### config.mk
export PLATFORM = sky130hd
export DESIGN_NAME = sram_stage_sequencer_flat
export DESIGN_NICKNAME = d
export VERILOG_FILES = /design/src/rtl/sram_stage_sequencer_if.sv /design/src/rtl/sram_stage_sequencer.sv /design/src/flat_wrapper.sv
export SDC_FILE = /design/constraint.sdc
export NUM_CORES = 1
export LEC_CHECK = 0
export CAP_MARGIN = 20
export CORE_UTILIZATION = 40
export DETAILED_ROUTE_END_ITERATION = 8
export GPL_TIMING_DRIVEN = 0
export PLACE_DENSITY = 0.91
export SYNTH_ARGS = -nofsm -noshare
export SYNTH_HDL_FRONTEND = slang
export SYNTH_SLANG_ARGS = --single-unit
### constraint.sdc
create_clock -name CLOCK_50_I -period 3.1 [get_ports CLOCK_50_I]
set_input_delay 0.31 -clock CLOCK_50_I [delete_from_list [all_inputs] [get_ports CLOCK_50_I]]
set_output_delay 0.31 -clock CLOCK_50_I [all_outputs]
set_load 0.01 [all_outputs]
### src/rtl/sram_stage_sequencer_if.sv
// Port bundle between the SRAM sequencer and the UART receiver,
// the processing-stage chain, the VGA reader and the SRAM controller.
interface sram_stage_sequencer_if #(
    parameter int NUM_STAGES = 3,
    parameter int ADDR_W     = 18,
    parameter int DATA_W     = 16
);
    logic                         start_i;
    logic [ADDR_W-1:0]            uart_addr_i;
    logic [DATA_W-1:0]            uart_wdata_i;
    logic                         uart_we_n_i;
    logic                         uart_init_o;
    logic                         uart_enable_o;
    logic [NUM_STAGES*ADDR_W-1:0] stage_addr_i;
    logic [NUM_STAGES*DATA_W-1:0] stage_wdata_i;
    logic [NUM_STAGES-1:0]        stage_we_n_i;
    logic [NUM_STAGES-1:0]        stage_enable_o;
    logic [NUM_STAGES-1:0]        stage_done_i;
    logic [ADDR_W-1:0]            vga_addr_i;
    logic                         vga_enable_o;
    logic [ADDR_W-1:0]            sram_addr_o;
    logic [DATA_W-1:0]            sram_wdata_o;
    logic                         sram_we_n_o;
    logic [2:0]                   state_o;
    logic [1:0]                   stage_idx_o;
    logic                         seq_done_o;
    logic                         timeout_err_o;

    modport slave (
        input  start_i, uart_addr_i, uart_wdata_i, uart_we_n_i,
        input  stage_addr_i, stage_wdata_i, stage_we_n_i, stage_done_i,
        input  vga_addr_i,
        output uart_init_o, uart_enable_o, stage_enable_o, vga_enable_o,
        output sram_addr_o, sram_wdata_o, sram_we_n_o,
        output state_o, stage_idx_o, seq_done_o, timeout_err_o
    );

    modport master (
        output start_i, uart_addr_i, uart_wdata_i, uart_we_n_i,
        output stage_addr_i, stage_wdata_i, stage_we_n_i, stage_done_i,
        output vga_addr_i,
        input  uart_init_o, uart_enable_o, stage_enable_o, vga_enable_o,
        input  sram_addr_o, sram_wdata_o, sram_we_n_o,
        input  state_o, stage_idx_o, seq_done_o, timeout_err_o
    );
endinterface

### src/rtl/sram_stage_sequencer.sv
// SRAM port owner for the image decompressor: UART load, then the
// processing-stage chain, then back to the VGA reader.
module sram_stage_sequencer #(
    parameter int                    NUM_STAGES    = 3,
    parameter int                    ADDR_W        = 18,
    parameter int                    DATA_W        = 16,
    parameter int                    UART_TIMEOUT  = 50000000,
    parameter int                    STAGE_TIMEOUT = 0,
    parameter logic [NUM_STAGES-1:0] SKIP_MASK     = '0
) (
    input logic                   CLOCK_50_I,
    input logic                   resetn,
    sram_stage_sequencer_if.slave bus
);
    localparam logic [2:0] S_IDLE      = 3'd0;
    localparam logic [2:0] S_UART_EN   = 3'd1;
    localparam logic [2:0] S_UART_WAIT = 3'd2;
    localparam logic [2:0] S_STAGE_EN  = 3'd3;
    localparam logic [2:0] S_STAGE_RUN = 3'd4;

    localparam logic [25:0] UART_LIM = 26'(UART_TIMEOUT - 1);
    localparam logic [31:0] WD_LIM   = 32'(STAGE_TIMEOUT - 1);
    localparam bit          WD_ON    = (STAGE_TIMEOUT != 0);

    logic [2:0]            state;
    logic [1:0]            idx;
    logic [25:0]           uart_timer;
    logic [31:0]           wd_cnt;
    logic                  uart_init_q;
    logic                  uart_enable_q;
    logic                  vga_enable_q;
    logic                  seq_done_q;
    logic                  timeout_err_q;
    logic [NUM_STAGES-1:0] stage_en_q;

    logic [NUM_STAGES-1:0] idx_onehot;
    logic [1:0]            first_idx;
    logic [1:0]            next_idx;
    logic                  has_first;
    logic                  has_next;
    logic [ADDR_W-1:0]     sel_addr;
    logic [DATA_W-1:0]     sel_wdata;
    logic                  sel_we_n;
    logic                  done_hit;
    logic                  uart_exit;
    logic                  wd_expire;

    // Descending scan so the lowest qualifying stage wins.
    always_comb begin
        idx_onehot = '0;
        first_idx  = '0;
        next_idx   = '0;
        has_first  = 1'b0;
        has_next   = 1'b0;
        sel_addr   = '0;
        sel_wdata  = '0;
        sel_we_n   = 1'b1;
        for (int i = NUM_STAGES - 1; i >= 0; i--) begin
            if (!SKIP_MASK[i]) begin
                first_idx = 2'(i);
                has_first = 1'b1;
                if (i > int'(idx)) begin
                    next_idx = 2'(i);
                    has_next = 1'b1;
                end
            end
            if (idx == 2'(i)) begin
                idx_onehot[i] = 1'b1;
                sel_addr      = bus.stage_addr_i[i*ADDR_W +: ADDR_W];
                sel_wdata     = bus.stage_wdata_i[i*DATA_W +: DATA_W];
                sel_we_n      = bus.stage_we_n_i[i];
            end
        end
    end

    assign done_hit  = |(bus.stage_done_i & idx_onehot);
    assign uart_exit = (uart_timer == UART_LIM) &&
                       (bus.uart_addr_i != '0) && bus.uart_we_n_i;
    assign wd_expire = WD_ON && (wd_cnt == WD_LIM);

    // Idle timer runs in every state; any UART write restarts it.
    always_ff @(posedge CLOCK_50_I or negedge resetn) begin
        if (!resetn) begin
            uart_timer <= '0;
        end else if (uart_init_q || !bus.uart_we_n_i) begin
            uart_timer <= '0;
        end else begin
            uart_timer <= uart_timer + 26'd1;
        end
    end

    always_ff @(posedge CLOCK_50_I or negedge resetn) begin
        if (!resetn) begin
            state         <= S_IDLE;
            idx           <= '0;
            wd_cnt        <= '0;
            uart_init_q   <= 1'b0;
            uart_enable_q <= 1'b0;
            vga_enable_q  <= 1'b1;
            seq_done_q    <= 1'b0;
            timeout_err_q <= 1'b0;
            stage_en_q    <= '0;
        end else begin
            uart_init_q   <= 1'b0;
            uart_enable_q <= 1'b0;
            seq_done_q    <= 1'b0;
            unique case (state)
                S_IDLE: begin
                    if (bus.start_i) begin
                        uart_init_q  <= 1'b1;
                        vga_enable_q <= 1'b0;
                        state        <= S_UART_EN;
                    end
                end
                S_UART_EN: begin
                    uart_enable_q <= 1'b1;
                    state         <= S_UART_WAIT;
                end
                S_UART_WAIT: begin
                    if (uart_exit) begin
                        uart_init_q  <= 1'b1;
                        vga_enable_q <= 1'b1;
                        if (has_first) begin
                            idx   <= first_idx;
                            state <= S_STAGE_EN;
                        end else begin
                            seq_done_q <= 1'b1;
                            state      <= S_IDLE;
                        end
                    end
                end
                S_STAGE_EN: begin
                    stage_en_q <= idx_onehot;
                    wd_cnt     <= '0;
                    state      <= S_STAGE_RUN;
                end
                S_STAGE_RUN: begin
                    if (done_hit) begin
                        stage_en_q <= '0;
                        if (has_next) begin
                            idx   <= next_idx;
                            state <= S_STAGE_EN;
                        end else begin
                            seq_done_q <= 1'b1;
                            state      <= S_IDLE;
                        end
                    end else if (wd_expire) begin
                        timeout_err_q <= 1'b1;
                        stage_en_q    <= '0;
                        state         <= S_IDLE;
                    end else begin
                        wd_cnt <= wd_cnt + 32'd1;
                    end
                end
                default: state <= S_IDLE;
            endcase
        end
    end

    always_comb begin
        bus.sram_addr_o  = bus.vga_addr_i;
        bus.sram_wdata_o = bus.uart_wdata_i;
        bus.sram_we_n_o  = 1'b1;
        if (state == S_UART_EN || state == S_UART_WAIT) begin
            bus.sram_addr_o  = bus.uart_addr_i;
            bus.sram_wdata_o = bus.uart_wdata_i;
            bus.sram_we_n_o  = bus.uart_we_n_i;
        end else if (state == S_STAGE_RUN) begin
            bus.sram_addr_o  = sel_addr;
            bus.sram_wdata_o = sel_wdata;
            bus.sram_we_n_o  = sel_we_n;
        end
    end

    assign bus.uart_init_o    = uart_init_q;
    assign bus.uart_enable_o  = uart_enable_q;
    assign bus.stage_enable_o = stage_en_q;
    assign bus.vga_enable_o   = vga_enable_q;
    assign bus.state_o        = state;
    assign bus.stage_idx_o    = idx;
    assign bus.seq_done_o     = seq_done_q;
    assign bus.timeout_err_o  = timeout_err_q;
endmodule

### src/flat_wrapper.sv
// flat-port wrapper written by rule: the top's interface ports become plain ports
module sram_stage_sequencer_flat 
#(
    parameter int                    NUM_STAGES    = 3,
    parameter int                    ADDR_W        = 18,
    parameter int                    DATA_W        = 16,
    parameter int                    UART_TIMEOUT  = 50000000,
    parameter int                    STAGE_TIMEOUT = 0,
    parameter logic [NUM_STAGES-1:0] SKIP_MASK     = '0
)
  (CLOCK_50_I, resetn, bus_start_i, bus_uart_addr_i, bus_uart_wdata_i, bus_uart_we_n_i, bus_stage_addr_i, bus_stage_wdata_i, bus_stage_we_n_i, bus_stage_done_i, bus_vga_addr_i, bus_uart_init_o, bus_uart_enable_o, bus_stage_enable_o, bus_vga_enable_o, bus_sram_addr_o, bus_sram_wdata_o, bus_sram_we_n_o, bus_state_o, bus_stage_idx_o, bus_seq_done_o, bus_timeout_err_o);
  sram_stage_sequencer_if #(.NUM_STAGES(NUM_STAGES), .ADDR_W(ADDR_W), .DATA_W(DATA_W)) bus_i ();
  input logic CLOCK_50_I;
  input logic resetn;
  input wire logic [$bits(bus_i.start_i)-1:0] bus_start_i;
  input wire logic [$bits(bus_i.uart_addr_i)-1:0] bus_uart_addr_i;
  input wire logic [$bits(bus_i.uart_wdata_i)-1:0] bus_uart_wdata_i;
  input wire logic [$bits(bus_i.uart_we_n_i)-1:0] bus_uart_we_n_i;
  input wire logic [$bits(bus_i.stage_addr_i)-1:0] bus_stage_addr_i;
  input wire logic [$bits(bus_i.stage_wdata_i)-1:0] bus_stage_wdata_i;
  input wire logic [$bits(bus_i.stage_we_n_i)-1:0] bus_stage_we_n_i;
  input wire logic [$bits(bus_i.stage_done_i)-1:0] bus_stage_done_i;
  input wire logic [$bits(bus_i.vga_addr_i)-1:0] bus_vga_addr_i;
  output wire logic [$bits(bus_i.uart_init_o)-1:0] bus_uart_init_o;
  output wire logic [$bits(bus_i.uart_enable_o)-1:0] bus_uart_enable_o;
  output wire logic [$bits(bus_i.stage_enable_o)-1:0] bus_stage_enable_o;
  output wire logic [$bits(bus_i.vga_enable_o)-1:0] bus_vga_enable_o;
  output wire logic [$bits(bus_i.sram_addr_o)-1:0] bus_sram_addr_o;
  output wire logic [$bits(bus_i.sram_wdata_o)-1:0] bus_sram_wdata_o;
  output wire logic [$bits(bus_i.sram_we_n_o)-1:0] bus_sram_we_n_o;
  output wire logic [$bits(bus_i.state_o)-1:0] bus_state_o;
  output wire logic [$bits(bus_i.stage_idx_o)-1:0] bus_stage_idx_o;
  output wire logic [$bits(bus_i.seq_done_o)-1:0] bus_seq_done_o;
  output wire logic [$bits(bus_i.timeout_err_o)-1:0] bus_timeout_err_o;
  assign bus_i.start_i = bus_start_i;
  assign bus_i.uart_addr_i = bus_uart_addr_i;
  assign bus_i.uart_wdata_i = bus_uart_wdata_i;
  assign bus_i.uart_we_n_i = bus_uart_we_n_i;
  assign bus_i.stage_addr_i = bus_stage_addr_i;
  assign bus_i.stage_wdata_i = bus_stage_wdata_i;
  assign bus_i.stage_we_n_i = bus_stage_we_n_i;
  assign bus_i.stage_done_i = bus_stage_done_i;
  assign bus_i.vga_addr_i = bus_vga_addr_i;
  assign bus_uart_init_o = bus_i.uart_init_o;
  assign bus_uart_enable_o = bus_i.uart_enable_o;
  assign bus_stage_enable_o = bus_i.stage_enable_o;
  assign bus_vga_enable_o = bus_i.vga_enable_o;
  assign bus_sram_addr_o = bus_i.sram_addr_o;
  assign bus_sram_wdata_o = bus_i.sram_wdata_o;
  assign bus_sram_we_n_o = bus_i.sram_we_n_o;
  assign bus_state_o = bus_i.state_o;
  assign bus_stage_idx_o = bus_i.stage_idx_o;
  assign bus_seq_done_o = bus_i.seq_done_o;
  assign bus_timeout_err_o = bus_i.timeout_err_o;
  sram_stage_sequencer #(.NUM_STAGES(NUM_STAGES), .ADDR_W(ADDR_W), .DATA_W(DATA_W), .UART_TIMEOUT(UART_TIMEOUT), .STAGE_TIMEOUT(STAGE_TIMEOUT), .SKIP_MASK(SKIP_MASK)) u_core (.CLOCK_50_I(CLOCK_50_I), .resetn(resetn), .bus(bus_i));
endmodule
* Word-level counts from Yosys, hierarchy flattened
Cells that the tools add are included.
** Storage, ports and cells
- Register bits :: 38
** Operators by class
- Add/subtract/negate cells :: 1
- $lt $le $gt $ge :: 2
- Equality and inequality tests :: 11
- Muxes and demuxes :: 44
- Bitwise operators :: 1
- Reductions and logical operators :: 16
** Operator list (number)
- $mux W18 :: 5
- $mux W16 :: 5
- $add A26 B1 Y26 const B :: 1
- $eq A26 B26 Y1 const B :: 1
- $mux W26 :: 1
- $mux W1 :: 18
- $reduce_bool A18 Y1 :: 1
- $pmux W3 S5 :: 1
- $mux W2 :: 6
- $mux W3 :: 4
- $eq A3 B2 Y1 const B :: 2
- $ne A2 B1 Y1 const B :: 3
- $pmux W3 S2 :: 1
- $reduce_and A3 Y1 :: 2
- $reduce_bool A2 Y1 :: 3
- $pmux W1 S2 :: 2
- $pmux W2 S2 :: 1
- $reduce_and A4 Y1 :: 1
- $and A3 B3 Y3 :: 1
- $eq A3 B1 Y1 const B :: 1
- $eq A3 B3 Y1 const B :: 1
- $logic_not A3 Y1 :: 1
- $reduce_or A3 Y1 :: 1
- $eq A2 B1 Y1 const B :: 1
- 9 further kinds :: 11

* Longest topological paths before layout
Gate-level depths: netlist of run 1.
- Depth after elaboration :: 6
- Gate-level depth with buffers :: 7
- Depth with buffers taken out :: 4

* Worst setup path before layout of run 1
No wires, ideal clock.
- Kind :: register to output
- Start point :: reg u_core.idx[0] (netlist: u_core.bus.stage_idx_o[0])
- End point :: out bus_sram_addr_o[10]
- Arrival time :: 1.562 ns
- Data required time :: 2.790 ns
- Path slack :: 1.228 ns
- Cell stages (with the launch flop) :: 8
- Cell sequence :: dfrtp_1 > clkbuf_1 > nor2b_1 > buf_2 > buf_2 > o2bb2ai_1 > mux2i_1 > o21ai_0
** On the way
- Longest elaborated chain between the ends :: 6
** Ends and longest elaborated chain
- start: declaration :: line sram_stage_sequencer.sv:26 : logic [1:0] idx;
- start signal: assignment :: line sram_stage_sequencer.sv:124 : idx <= first_idx;
- start signal: assignment :: line sram_stage_sequencer.sv:141 : idx <= next_idx;
- $eq A2 B2 Y1 :: line sram_stage_sequencer.sv:67 : if (idx == 2'(i)) begin
- $mux W18 (2 in a row) :: line sram_stage_sequencer.sv:67
- $mux W18 * :: line sram_stage_sequencer.sv:67
- $mux W18 * :: line sram_stage_sequencer.sv:168 : end else if (state == S_STAGE_RUN) begin
- $mux W18 * :: line sram_stage_sequencer.sv:164 : if (state == S_UART_EN || state == S_UART_WAIT) begin
- end: declaration :: line flat_wrapper.sv:28 : output wire logic [$bits(bus_i.sram_addr_o)-1:0] bus_sram_addr_o;
Every way passes the cells marked *; elsewhere a longest branch is shown, timed or not.

* Final worst setup path of run 1
- Start point :: reg u_core.idx[1] (netlist: u_core.bus.stage_idx_o[1])
- End point :: out bus_sram_addr_o[13]
The elaborated chain is that of the path after synthesis.

==> impl_metrics.json, run 1 <==
{
  "synth_seq_cells": 38,
  "clock_path_buffers": 2,
  "dr_total_vias": 4021,
  "ys.flop_type": "dfrtp_1",
  "worst_slew_pin_slew_ps": 858.6,
  "crit_required_ps": 2790,
  "drc": 0,
  "hold_viol_final": 0,
  "peakVddDrop_mv": 0.3779,
  "overflow": 0,
  "initial_core_util": 0.4181,
  "mostFrequentLayoutCell": "clkdlybuf4s50_1",
  "grt_pass1_wl_um": 20860,
  "worst-path-max-fanout": 10,
  "dpl.cell_count": 714,
  "cts.sinks": 38,
  "min_period_ps": 2914,
  "setup_total_negative_slack_ps": 0,
  "cts_hold_buf": 0,
  "layout.cells.non_filler": 721,
  "synth.distinct_cells": 49,
  "power.density_mw_per_mm2": 645.2,
  "yosysWarnings": 0,
  "die_w_um": 92.34,
  "dieHeight_um": 92.34,
  "cts.root.buffer_cell": "clkbuf_8",
  "grt_pass1_vias": 4153,
  "insertion_delay_ps": 300,
  "place_congestion": 0.9354,
  "synth-edff-count": 0,
  "nFillCells": 604,
  "syn_nets": 567,
  "routed_via_density": 5.577,
  "status": "finished clean",
  "drive_gt1_frac": 0.06785,
  "syn_avg_cell_area_um2": 8.120,
  "mostFrequentLayoutCells": "clkdlybuf4s50_1 (209), mux2i_1 (54), nor2_1 (48)",
  "relSlewSlack": 0.4276,
  "cp-end-kind": "primary output",
  "avgRoutedWirePerCell_um": 18.18,
  "htree_levels": 2,
  "wirelength_um": 13110,
  "clkTransAtPathRegs_ps": 80,
  "final_core_util": 0.7149,
  "syn_inst": 402,
  "drv_slew": 0,
  "yosysTopAreaCell": "dfrtp_1",
  "fmax_ghz": 0.3432,
  "port_buffers": 210,
  "initialDrtViolationCount": 202,
  "cts_resized": 0,
  "synthArstFlopShare": 1.000,
  "dpl.hpwl_um": 10610,
  "clock_skew_ps": 8.184,
  "worstSetupPathType": "reg2out",
  "cp.arrival_ps": 2600,
  "coreArea_mm2": 0.007807,
  "holdWs_ps": 119.1,
  "rsz0062_at_grt": "false",
  "post-route-period-util": 0.9400,
  "multiInputGateArea_mm2": 0.002121,
  "ys_top_cells_by_area": "dfrtp_1 (28%), mux2i_1 (17%), a21oi_1 (7.2%)",
  "syn-cell-area_mm2": 0.003264,
  "numCtsBuffers": 5,
  "power_w": 0.003601,
  "regArea_um2": 952.2,
  "row_count": 32,
  "drtAntennaViolNets": 0,
  "synthToLayoutAreaGrowth_pct": 70.98,
  "synth_top_area_frac": 0.2836,
  "grt_antenna_before_repair": 0,
  "nNetsFinal": 783,
  "grt_max_degree": 39,
  "io_pins": 212,
  "p_leak_nw": 2.194,
  "firstDrtPassIters": 5,
  "hp-class": "in2async",
  "startpoint_type": "register",
  "cts_tree": "done",
  "synth-seq-area-share": 0.2917,
  "setup_viol": 0,
  "dieArea_mm2": 0.008526,
  "antenna_cells": 0,
  "track_usage": 0.3115,
  "drv_cap": 0,
  "cts_setup_buffers": 0
}
-- worst paths after layout --
path	start	endpoint	slack (ps)	cells after the start
worst max-delay path	u_core.bus.stage_idx_o[1]	bus_sram_addr_o[13]	190	8
worst min-delay path	resetn	u_core.uart_timer[21]	120	1
worst max register to register	u_core.uart_timer[16]	u_core.bus.stage_idx_o[0]	1160	4
worst min register to register	u_core.uart_timer[0]	u_core.uart_timer[0]	460	1
max in group asynchronous	resetn	u_core.bus.stage_enable_o[2]	2440	1
min in group CLOCK_50_I	u_core.uart_timer[0]	u_core.uart_timer[0]	460	1
-- worst max-delay path, stage by stage, from the launching register on --
cell	delay (ps)
dfrtp_1	390
clkbuf_1	200
nor2b_1	130
buf_2	250
buf_2	280
o2bb2ai_1	150
mux2i_1	90
o21ai_0	210
clkdlybuf4s50_1	600
-- metrics by stage --
stage / cell area (um2) / setup slack, ps
6_report: 5582 / 185.9
3_3_place_gp: 5494 / 507.5
5_1_grt: 5582 / 13.62
3_5_place_dp: 5489 / 450.8
2_1_floorplan: 3264 / 1228
4_1_cts: 5580 / 118.2
-- cell usage after synthesis (all sizes together) (8+ instances only) --
master	number
dfrtp	37
xor2	9
or4	8
nor2	48
nand2	33
nand4	12
a21oi	47
o21ai	29
buf	22
mux2i	54
o2bb2ai	19
clkbuf	12
-- sequential cells by signal (all words and copies together), names as in the netlist --
| signal | flops |
|---|---|
| u_core.bus.vga_enable_o | 1 |
| u_core.bus.stage_enable_o | 3 |
| u_core.bus.stage_idx_o | 2 |
| u_core.bus.uart_enable_o | 1 |
| u_core.bus.state_o | 3 |
| u_core.bus.seq_done_o | 1 |
| u_core.uart_timer | 26 |
| u_core.bus.uart_init_o | 1 |
-- per-layer routing --
metal / vias up / track usage / routed length (um)
met3: 35 / 0.06240 / 890
li1: 1908 / - / -
met2: 179 / 0.5395 / 6594
met4: 0 / 0.1237 / 410
met1: 1899 / 0.3767 / 5212
met5: - / 0 / 0
-- cells by family (layout without fill, tap and decap cells) --
family / Yosys count / in the layout / synth area share
simple gates: 143 / 143 / 0.2323
xor+xnor: 12 / 12 / 0.03220
other cells: 1 / 1 / 0.001149
mux: 55 / 55 / 0.1690
buf+inv: 39 / 256 / 0.05864
flops: 38 / 38 / 0.2917
fa+ha+maj: 1 / 1 / 0.003832
compound gates: 113 / 113 / 0.2112
-- report_power, final --
group	leakage [nW]	internal [W]	total, W	switching [W]
Clock	0.0482	0.000179	0.000358	0.000179
Combinational	1.63	0.00127	0.00262	0.00135
Sequential	0.515	0.000564	0.000623	0.0000595
-- cell type report --
type,count,share of cell area
plain buffers,33,0.03116
clock buffers,7,0.01547
clock inverters,1,0.0008967
inverters,5,0.003362
multi-input cells,325,0.3800
flip-flops and latches,38,0.1706
well taps,102,0.02286
repair buffers,210,0.3757
(Power assumes the default switching activity.)
==> run 2, diff against run 1 <==
--- a/config.mk
+++ b/config.mk
@@ -5,10 +5,10 @@
 export SDC_FILE = /design/constraint.sdc
 export NUM_CORES = 1
 export LEC_CHECK = 0
+export ABC_CLOCK_PERIOD_IN_PS = 3100
 export CAP_MARGIN = 20
 export CORE_UTILIZATION = 40
 export DETAILED_ROUTE_END_ITERATION = 8
-export GPL_TIMING_DRIVEN = 0
 export PLACE_DENSITY = 0.91
 export SYNTH_ARGS = -nofsm -noshare
 export SYNTH_HDL_FRONTEND = slang
==> run 2 against run 1 <==
  * Utilization decreased by 0.93 points
  * Total power shrank 3.0%
  * Non-clock buffer count shrank 25
  * Highest routed layer unchanged
==> impl_metrics.json, run 2 (synthesis gave the netlist of run 1 again) <==
{
  "cp-end-kind": "primary output",
  "initialDrtViolationCount": 202,
  "worst_slew_pin_slew_ps": 722.9,
  "min_period_ps": 2891,
  "setup_ws_ps": 208.9,
  "worst-path-max-fanout": 20,
  "row_count": 32,
  "numCtsBuffers": 5,
  "grt_pass1_wl_um": 19180,
  "drv_slew": 0,
  "dr_total_vias": 3826,
  "drive_gt1_frac": 0.04882,
  "antenna_cells": 0,
  "cts_tree": "done",
  "drtAntennaViolNets": 0,
  "dpl_worst_slack_ps": 528.9,
  "clock_skew_ps": 3.682,
  "p_switching_w": 0.001487,
  "cts.root.buffer_cell": "clkbuf_8",
  "grt_max_degree": 58,
  "io_pins": 212,
  "place_congestion": 0.9994,
  "cts_setup_buffers": 0,
  "cp.arrival_ps": 2580,
  "drv_cap": 0,
  "worstSetupPathType": "reg2out",
  "die_w_um": 92.34,
  "fmax_ghz": 0.3459,
  "seqPwrFrac": 0.192,
  "coreArea_mm2": 0.007807,
  "largest_reg_flops": 26,
  "htree_levels": 2,
  "largest_register": "u_core.uart_timer",
  "swShare": 0.4254,
  "hp-class": "in2async",
  "insertion_delay_ps": 280,
  "relSlewSlack": 0.5056,
  "crit_required_ps": 2790,
  "dpl.hpwl_um": 10070,
  "combPwrFrac": 0.710,
  "initial_core_util": 0.4181,
  "power.density_mw_per_mm2": 634.4,
  "mostFrequentLayoutCells": "clkdlybuf4s50_1 (210), mux2i_1 (54), nor2_1 (47), a21oi_1 (47), dfrtp_1 (36)",
  "regArea_um2": 953.4,
  "p_leak_nw": 2.115,
  "firstDrtPassIters": 5,
  "nFillCells": 615,
  "peakVddDrop_mv": 0.3744,
  "track_usage": 0.2878,
  "hold_viol_final": 0,
  "status": "finished clean",
  "setup_viol": 0,
  "routed_via_density": 5.497,
  "p_int_w": 0.002008,
  "holdWs_ps": 448.3,
  "wirelength_um": 12600,
  "cts_resized": 0,
  "overflow": 0,
  "port_buffers": 210,
  "grt_pass1_vias": 3800,
  "nNetsFinal": 758,
  "clkTransAtPathRegs_ps": 70,
  "cts_hold_buf": 0,
  "dieHeight_um": 92.34,
  "dpl.cell_count": 688,
  "grt_antenna_before_repair": 0,
  "clock_path_buffers": 2,
  "multiInputGateArea_mm2": 0.002131,
  "layout.cells.non_filler": 696,
  "startpoint_type": "register",
  "clkPwrFrac": 0.098,
  "setup_total_negative_slack_ps": 0,
  "mostFrequentLayoutCell": "clkdlybuf4s50_1",
  "synthToLayoutAreaGrowth_pct": 68.76,
  "dieArea_mm2": 0.008526,
  "post-route-period-util": 0.9326,
  "rsz0062_at_grt": "false",
  "cts.sinks": 38,
  "avgRoutedWirePerCell_um": 18.11,
  "drc": 0
}
[run 2: cell types whose count changed in the layout (fill, tap and decap cells not counted), sizes merged]
cell           previous run  this run
buf                      22         8
clkbuf                   19         7
clkdlybuf4s50           209       210
[run 2: critical path, cell delays in order, from the launching register on]
cell,delay [ps]
dfrtp_2,580
buf_4,400
buf_4,320
mux2i_1,210
nor2_1,50
a21oi_1,150
a21oi_1,90
clkdlybuf4s50_1,500
[run 2: final cells by class]
type	instances	area share
Clock inverter	1	0.0009085
Tap cell	102	0.02317
Clock buffer	7	0.01567
Timing Repair Buffer	218	0.3970
Inverter	5	0.003407
Multi-Input combinational cell	325	0.3868
Sequential cell	38	0.1731
[run 2: through the flow]
stage | total power [W] | area (um2) | util
after global routing | 0.003717 | 5509 | 0.7056
after global placement | 0.003114 | 5418 | 0.6939
final | 0.003495 | 5509 | 0.7056
after CTS | 0.003510 | 5509 | 0.7056
after floorplan | 0.001965 | 3264 | -
after detailed placement | 0.003149 | 5418 | 0.6939
[run 2: per-layer routing]
layer	wire, um	up-vias	global-route usage
met1	5084	1785	0.3554
met5	0	-	0
met4	320	0	0.08594
met2	6421	155	0.5043
met3	775	20	0.05583
li1	-	1866	-
[run 2: final timing paths]
path / from / endpoint / slack [ps] / depth (start not counted)
max: u_core.bus.stage_idx_o[1] / bus_sram_wdata_o[14] / 210 / 7
min: resetn / u_core.uart_timer[8] / 450 / 2
max reg2reg: u_core.uart_timer[2] / u_core.bus.stage_idx_o[0] / 960 / 4
min reg2reg: u_core.uart_timer[0] / u_core.uart_timer[0] / 450 / 1
max in group asynchronous: resetn / u_core.bus.stage_idx_o[1] / 2290 / 2
min in group CLOCK_50_I: u_core.uart_timer[0] / u_core.uart_timer[0] / 450 / 1
[run 2: power groups by stage]
stage | logic [W] | registers [W] | clock network [W]
final | 0.00248 | 0.000671 | 0.000344
after global routing | 0.00266 | 0.000685 | 0.000373
after global placement | 0.00244 | 0.000675 | 0
after floorplan | 0.00133 | 0.000640 | 0
after CTS | 0.00249 | 0.000670 | 0.000355
after detailed placement | 0.00247 | 0.000679 | 0
==> run 3, diff against run 2 <==
--- a/config.mk
+++ b/config.mk
@@ -10,6 +10,7 @@
 export CORE_UTILIZATION = 40
 export DETAILED_ROUTE_END_ITERATION = 8
 export PLACE_DENSITY = 0.91
+export SKIP_LAST_GASP = 1
 export SYNTH_ARGS = -nofsm -noshare
 export SYNTH_HDL_FRONTEND = slang
 export SYNTH_SLANG_ARGS = --single-unit
==> results of run 3 <==
No change in the layout: final DEF, timing and power equal those of run 2.
==> variant 1 (config.mk and constraints of run 1) <==
Make the reset (`resetn`) synchronous in 2 clocked blocks.
--- a/src/rtl/sram_stage_sequencer.sv
+++ b/src/rtl/sram_stage_sequencer.sv
@@ -79,7 +79,7 @@
     assign wd_expire = WD_ON && (wd_cnt == WD_LIM);
 
     // Idle timer runs in every state; any UART write restarts it.
-    always_ff @(posedge CLOCK_50_I or negedge resetn) begin
+    always_ff @(posedge CLOCK_50_I) begin
         if (!resetn) begin
             uart_timer <= '0;
         end else if (uart_init_q || !bus.uart_we_n_i) begin
@@ -89,7 +89,7 @@
         end
     end
 
-    always_ff @(posedge CLOCK_50_I or negedge resetn) begin
+    always_ff @(posedge CLOCK_50_I) begin
         if (!resetn) begin
             state         <= S_IDLE;
             idx           <= '0;
Function: differs if resetn is asserted again (counterexample within 4 cycles, from zero or initial values and one cycle with resetn low); with resetn held inactive, the same outputs for 10 cycles.
==> variant 1 against run 1 <==
Sequential cell count did not move. Synthesized area decreased by 6.3%. Non-clock buffer count decreased by 1. Critical path depth decreased by 1. First-iteration DRC count grew 24%. Count of clock-buffer cells in the layout is the same. Register-to-register slack worse by 0.12 ns. Synthesized cell count up 7.2%. Routed wire length about the same. Critical endpoint is now bus_sram_addr_o[5]. Final area fell by 3.6%. Worst setup slack lost 0.013 ns.
Power is not compared: it rests on default switching activity, and its combinational part moved more than twofold at a synthesized area within 25%.
==> variant 1: results (changes against run 1) <==
{| class="wikitable"
! Metric !! Value
|-
| Status || finished clean
|-
| Top register by number of flip-flops || u_core.uart_timer
|-
| Distinct cells, synth || 52 (+6.1%)
|-
| Tot GR Track Use || 31.4% (+0.25 points)
|-
| Largest net degree at the start of global routing || 12 (-69%)
|-
| Main area contributors after synthesis || sky130_fd_sc_hd__dfxtp_1 (25%), sky130_fd_sc_hd__mux2i_1 (11%), sky130_fd_sc_hd__nor2_1 (8.7%), sky130_fd_sc_hd__o31ai_1 (5.9%), sky130_fd_sc_hd__nand2_1 (5.6%)
|-
| Wire length on met3 || 978 µm (+9.9%)
|-
| Sequential-to-total area share from yosys stat || 24.9% (-4.3 points)
|-
| Cell-internal power || 1.08 mW
|-
| Data arrival time of the worst path || 2.62 ns (+0.02 ns)
|-
| Detailed-routed wire length on met2 || 6.60 mm (about the same)
|-
| Top cells by instance count after synthesis || sky130_fd_sc_hd__nor2_1 (71), sky130_fd_sc_hd__nand2_1 (46), sky130_fd_sc_hd__dfxtp_1 (38)
|-
| Post-Syn Nets || 596 (+5.1%)
|-
| Post-synth top flop || sky130_fd_sc_hd__dfxtp_1
|-
| Antenna diode count || 0 (unchanged)
|-
| Setup clock skew after layout || 0.00545 ns (-0.00274 ns)
|-
| Layout cell share with drive strength beyond 1 || 5.11% (-1.7 points)
|-
| Global-route wire length before repair || 19.3 mm (-7.6%)
|-
| Post-synth ARST share || 0% (-100 points)
|-
| Routed length per placed instance || 17.6 µm (-3.3%)
|-
| DRT met1 WL || 4.96 mm (-4.8%)
|-
| Tightest slew margin relative to the limit || 54.8% (+12 points)
|-
| Path type of the worst min-delay path || reg -> reg
|-
| Total Nets Final || 810 (+3.4%)
|-
| Slowest cell on the critical path || sky130_fd_sc_hd__clkdlybuf4s50_1
|-
| Via count of the first global-routing pass || 4095 (-1.4%)
|-
| Post-detailed-route via-to-cell ratio || 5.64 (+1.1%)
|-
| Warnings from Yosys || 0 (unchanged)
|-
| Half-perimeter wire length after detailed placement || 10.5 mm (-0.78%)
|-
| Max FFs per register || 26 (unchanged)
|-
| Worst Path Max Fanout || 10 (unchanged)
|-
| Final weighted congestion in routability-driven placement || 0.980 (+4.8%)
|-
| DRC violation total after the first TritonRoute iteration || 250 (+24%)
|-
| Pre-Repair DR Iteration Count || 5 (unchanged)
|}
-- variant 1: cell count changes after synthesis, sizes merged, moves of 5 or more --
cell,before,now
dfxtp,0,38
dfrtp,37,0
nor2,48,71
mux2i,54,35
o2bb2ai,19,1
o31ai,6,24
a211oi,1,18
clkbuf,12,28
buf,22,7
a21oi,47,33
nand2,33,46
nor3,2,7
xnor2,3,8
-- variant 1: cell type report --
cell class	count	area, µm²
Multi-Input combinational cell	352	2130
Inverter	6	22.5
Timing Repair Buffer	210	2100
Tap cell	99	124
Clock buffer	7	86.3
Sequential cell	38	761
Clock inverter	1	5.00
Fill cell	546	1950
Buffer	32	149
-- variant 1: repair_timing --
action	in CTS	in global routing
gates resized for setup	6	10
setup endpoints to repair	14	34
setup buffers	0	0
-- variant 1: path summary, 6_finish.rpt --
path                           end             startpoint  depth (start not counted)  slack [ns]
min reg2reg   u_core.uart_timer[0]   u_core.uart_timer[0]                          1        0.46
max reg2reg  u_core.uart_timer[22]   u_core.uart_timer[0]                          6        1.04
max             bus_sram_addr_o[5]  u_core.bus.state_o[1]                          7        0.17
min           u_core.uart_timer[0]   u_core.uart_timer[0]                          1        0.46
-- variant 1: cells by family after synthesis --
group	Yosys count	share of synthesized area [%]
other cells	1	0.123
fa+ha+maj	1	0.409
xor+xnor	13	3.72
buf+inv	41	5.61
simple gates	185	29.3
flops	38	24.9
mux	36	11.8
compound gates	116	24.1
-- variant 1: critical path, delay by kind of cell, from the launching register on --
| kind | cells | cell delay, ns |
|---|---|---|
| flops | 1 | 0.33 |
| buf+inv | 3 | 1.09 |
| compound gates | 2 | 0.35 |
| simple gates | 2 | 0.56 |
-- variant 1: routing by layer --
metal / vias up / global-route usage, %
met1: 1938 / 34.3
li1: 1994 / -
met5: - / 0
met2: 222 / 57.0
met4: 0 / 15.2
met3: 45 / 7.39
-- variant 1: power by group through the flow --
| stage | clock, mW | sequential (mW) | combinational (mW) |
|---|---|---|---|
| floorplan | 0 | 0.518 | 0.233 |
| global placement | 0 | 0.516 | 0.662 |
| detailed placement | 0 | 0.517 | 0.674 |
| CTS | 0.353 | 0.505 | 0.680 |
| global route | 0.378 | 0.511 | 0.727 |
| finish | 0.352 | 0.510 | 0.680 |
-- variant 1: stage by stage --
step / utilization (%) / worst slack [ns] / instance area [µm²] / total power, mW / instances
final: 73.4 / 0.173 / 5380 / 1.54 / 745
after global routing: 73.4 / 0.00880 / 5380 / 1.62 / 745
after CTS: 73.5 / 0.0461 / 5390 / 1.54 / 748
after detailed placement: 72.1 / 0.259 / 5280 / 1.19 / 740
after global placement: 72.1 / 0.279 / 5280 / 1.18 / 740
after floorplan: - / 1.05 / 3060 / 0.751 / 431
==> variant 2 (flow settings as in run 1) <==
Without the edit above. `DATA_W` is set to 16 in 3 places; all go to 18.
--- a/src/rtl/sram_stage_sequencer_if.sv
+++ b/src/rtl/sram_stage_sequencer_if.sv
@@ -3,7 +3,7 @@
 interface sram_stage_sequencer_if #(
     parameter int NUM_STAGES = 3,
     parameter int ADDR_W     = 18,
-    parameter int DATA_W     = 16
+    parameter int DATA_W     = 18
 );
     logic                         start_i;
     logic [ADDR_W-1:0]            uart_addr_i;
--- a/src/rtl/sram_stage_sequencer.sv
+++ b/src/rtl/sram_stage_sequencer.sv
@@ -3,7 +3,7 @@
 module sram_stage_sequencer #(
     parameter int                    NUM_STAGES    = 3,
     parameter int                    ADDR_W        = 18,
-    parameter int                    DATA_W        = 16,
+    parameter int                    DATA_W        = 18,
     parameter int                    UART_TIMEOUT  = 50000000,
     parameter int                    STAGE_TIMEOUT = 0,
     parameter logic [NUM_STAGES-1:0] SKIP_MASK     = '0
--- a/src/flat_wrapper.sv
+++ b/src/flat_wrapper.sv
@@ -3,7 +3,7 @@
 #(
     parameter int                    NUM_STAGES    = 3,
     parameter int                    ADDR_W        = 18,
-    parameter int                    DATA_W        = 16,
+    parameter int                    DATA_W        = 18,
     parameter int                    UART_TIMEOUT  = 50000000,
     parameter int                    STAGE_TIMEOUT = 0,
     parameter logic [NUM_STAGES-1:0] SKIP_MASK     = '0
Ports: changed (resized bus_sram_wdata_o, bus_stage_wdata_i and bus_uart_wdata_i); port bits go from 212 to 222. No check against the original RTL was run, so the function may have changed too.
==> variant 2 against run 1 <==
Synthesized area decreased by 2.7%. Routed wire length is 4.8% lower. Largest cell class unchanged. Count of clock-buffer cells in the layout fell by 1. Total power down 18%. Clock skew decreased by 0.0038 ns. Maximum frequency rose by 0.45%. Sequential cell count is the same. Worst setup slack better by 0.013 ns. Largest power group unchanged. Final area up 0.20%.
==> variant 2: results (changes against run 1) <==
{| class="wikitable"
! Metric !! Value
|-
| Placement Cell Area || 0.00550 mm² (+0.23%)
|-
| Routed length per placed instance || 16.6 µm (-8.6%)
|-
| Vias post-DR || 4070 (+1.2%)
|-
| I/O Buffers || 220 (+4.8%)
|-
| Main area contributors after synthesis || sky130_fd_sc_hd__dfrtp_1 (29%), sky130_fd_sc_hd__mux2i_1 (12%), sky130_fd_sc_hd__o21ai_0 (9.0%), sky130_fd_sc_hd__nand2_1 (8.7%), sky130_fd_sc_hd__nor2_1 (5.9%)
|-
| Worst-case reg-to-reg path depth || 5 (+1)
|-
| Pre-CTS setup slack || 0.157 ns (-0.294 ns)
|-
| Top cells by instance count after synthesis || sky130_fd_sc_hd__nand2_1 (74), sky130_fd_sc_hd__o21ai_0 (57), sky130_fd_sc_hd__nor2_1 (50)
|-
| Data arrival time of the worst path || 2.59 ns (about the same)
|-
| Portion of netlist area occupied by mux cells || 12.4% (-4.5 points)
|-
| Post-Syn Nets || 596 (+5.1%)
|-
| Reg2Reg Launch Point || u_core.uart_timer[2]
|-
| Setup slack of the worst register-to-register path || 1.11 ns (-0.05 ns)
|-
| Proportion of power drawn by the clock network || 11.3% (+1.4 points)
|-
| Post-synthesis instance total || 423 (+5.2%)
|-
| Sequential group share of total power || 20.7% (+3.4 points)
|-
| DRC violation total after the first TritonRoute iteration || 244 (+21%)
|-
| Tot GR Track Use || 29.6% (-1.5 points)
|-
| Leakage power figure || 2.45 nW (+12%)
|-
| Share of the synthesized netlist area taken by xor and xnor gates || 6.34% (+3.1 points)
|-
| Placed Instances || 745 (+4.3%)
|-
| Global-route wire length before repair || 19.6 mm (-6.0%)
|-
| Adder-cell area share of the yosys netlist || 0.394% (+0.011 points)
|-
| Worst VDD drop || 0.000534 V (+41%)
|-
| Tightest slew margin relative to the limit || 45.0% (+2.3 points)
|-
| Hold Slack || 0.110 ns (-0.00928 ns)
|-
| Switch share || 41.8% (-2.3 points)
|-
| Status || finished clean
|}
[variant 2: layout make-up]
type | instances | share of cell area (%)
Multi-Input combinational cell | 348 | 37.1
Clock buffer | 6 | 1.30
Sequential cell | 38 | 17.0
Clock inverter | 2 | 0.179
Inverter | 4 | 0.268
Timing Repair Buffer | 220 | 39.3
Tap cell | 102 | 2.28
Buffer | 31 | 2.53
[variant 2: worst max-delay path by stage]
| stage | startpoint | slack (ns) | to |
|---|---|---|---|
| after global routing | u_core.bus.stage_idx_o[1] | 0.009 | bus_sram_addr_o[9] |
| final | u_core.bus.stage_idx_o[1] | 0.20 | bus_sram_addr_o[8] |
| after detailed placement | u_core.bus.stage_idx_o[1] | 0.16 | bus_sram_addr_o[15] |
| after floorplan | u_core.bus.state_o[1] | 1.07 | bus_sram_addr_o[11] |
| after global placement | u_core.bus.stage_idx_o[1] | 0.15 | bus_sram_addr_o[15] |
| after CTS | u_core.bus.state_o[1] | 0.04 | bus_sram_addr_o[14] |
[variant 2: routing by layer]
layer / GRT usage, % / share of wire, % / vias up
li1: - / - / 1940
met1: 32.0 / 38 / 1920
met2: 53.0 / 51 / 163
met3: 7.96 / 7.1 / 47
met4: 15.1 / 4.4 / 0
met5: 0 / 0 / -
[variant 2: worst register-to-register path: stages (launching register included)]
cell and delay [ns]:
sky130_fd_sc_hd__dfrtp_1 0.49, sky130_fd_sc_hd__and4_2 0.29, sky130_fd_sc_hd__nand2_1 0.12, sky130_fd_sc_hd__nor4_1 0.49, sky130_fd_sc_hd__a21oi_1 0.19, sky130_fd_sc_hd__a211o_1 0.31
[variant 2: what timing repair did]
action / 4_1_cts / 5_1_grt
resized for setup: 3 / 14
buffers inserted: 0 / 0
endpoints found under the setup margin: 13 / 36
pin swaps: 0 / 0
cloned: 0 / 0
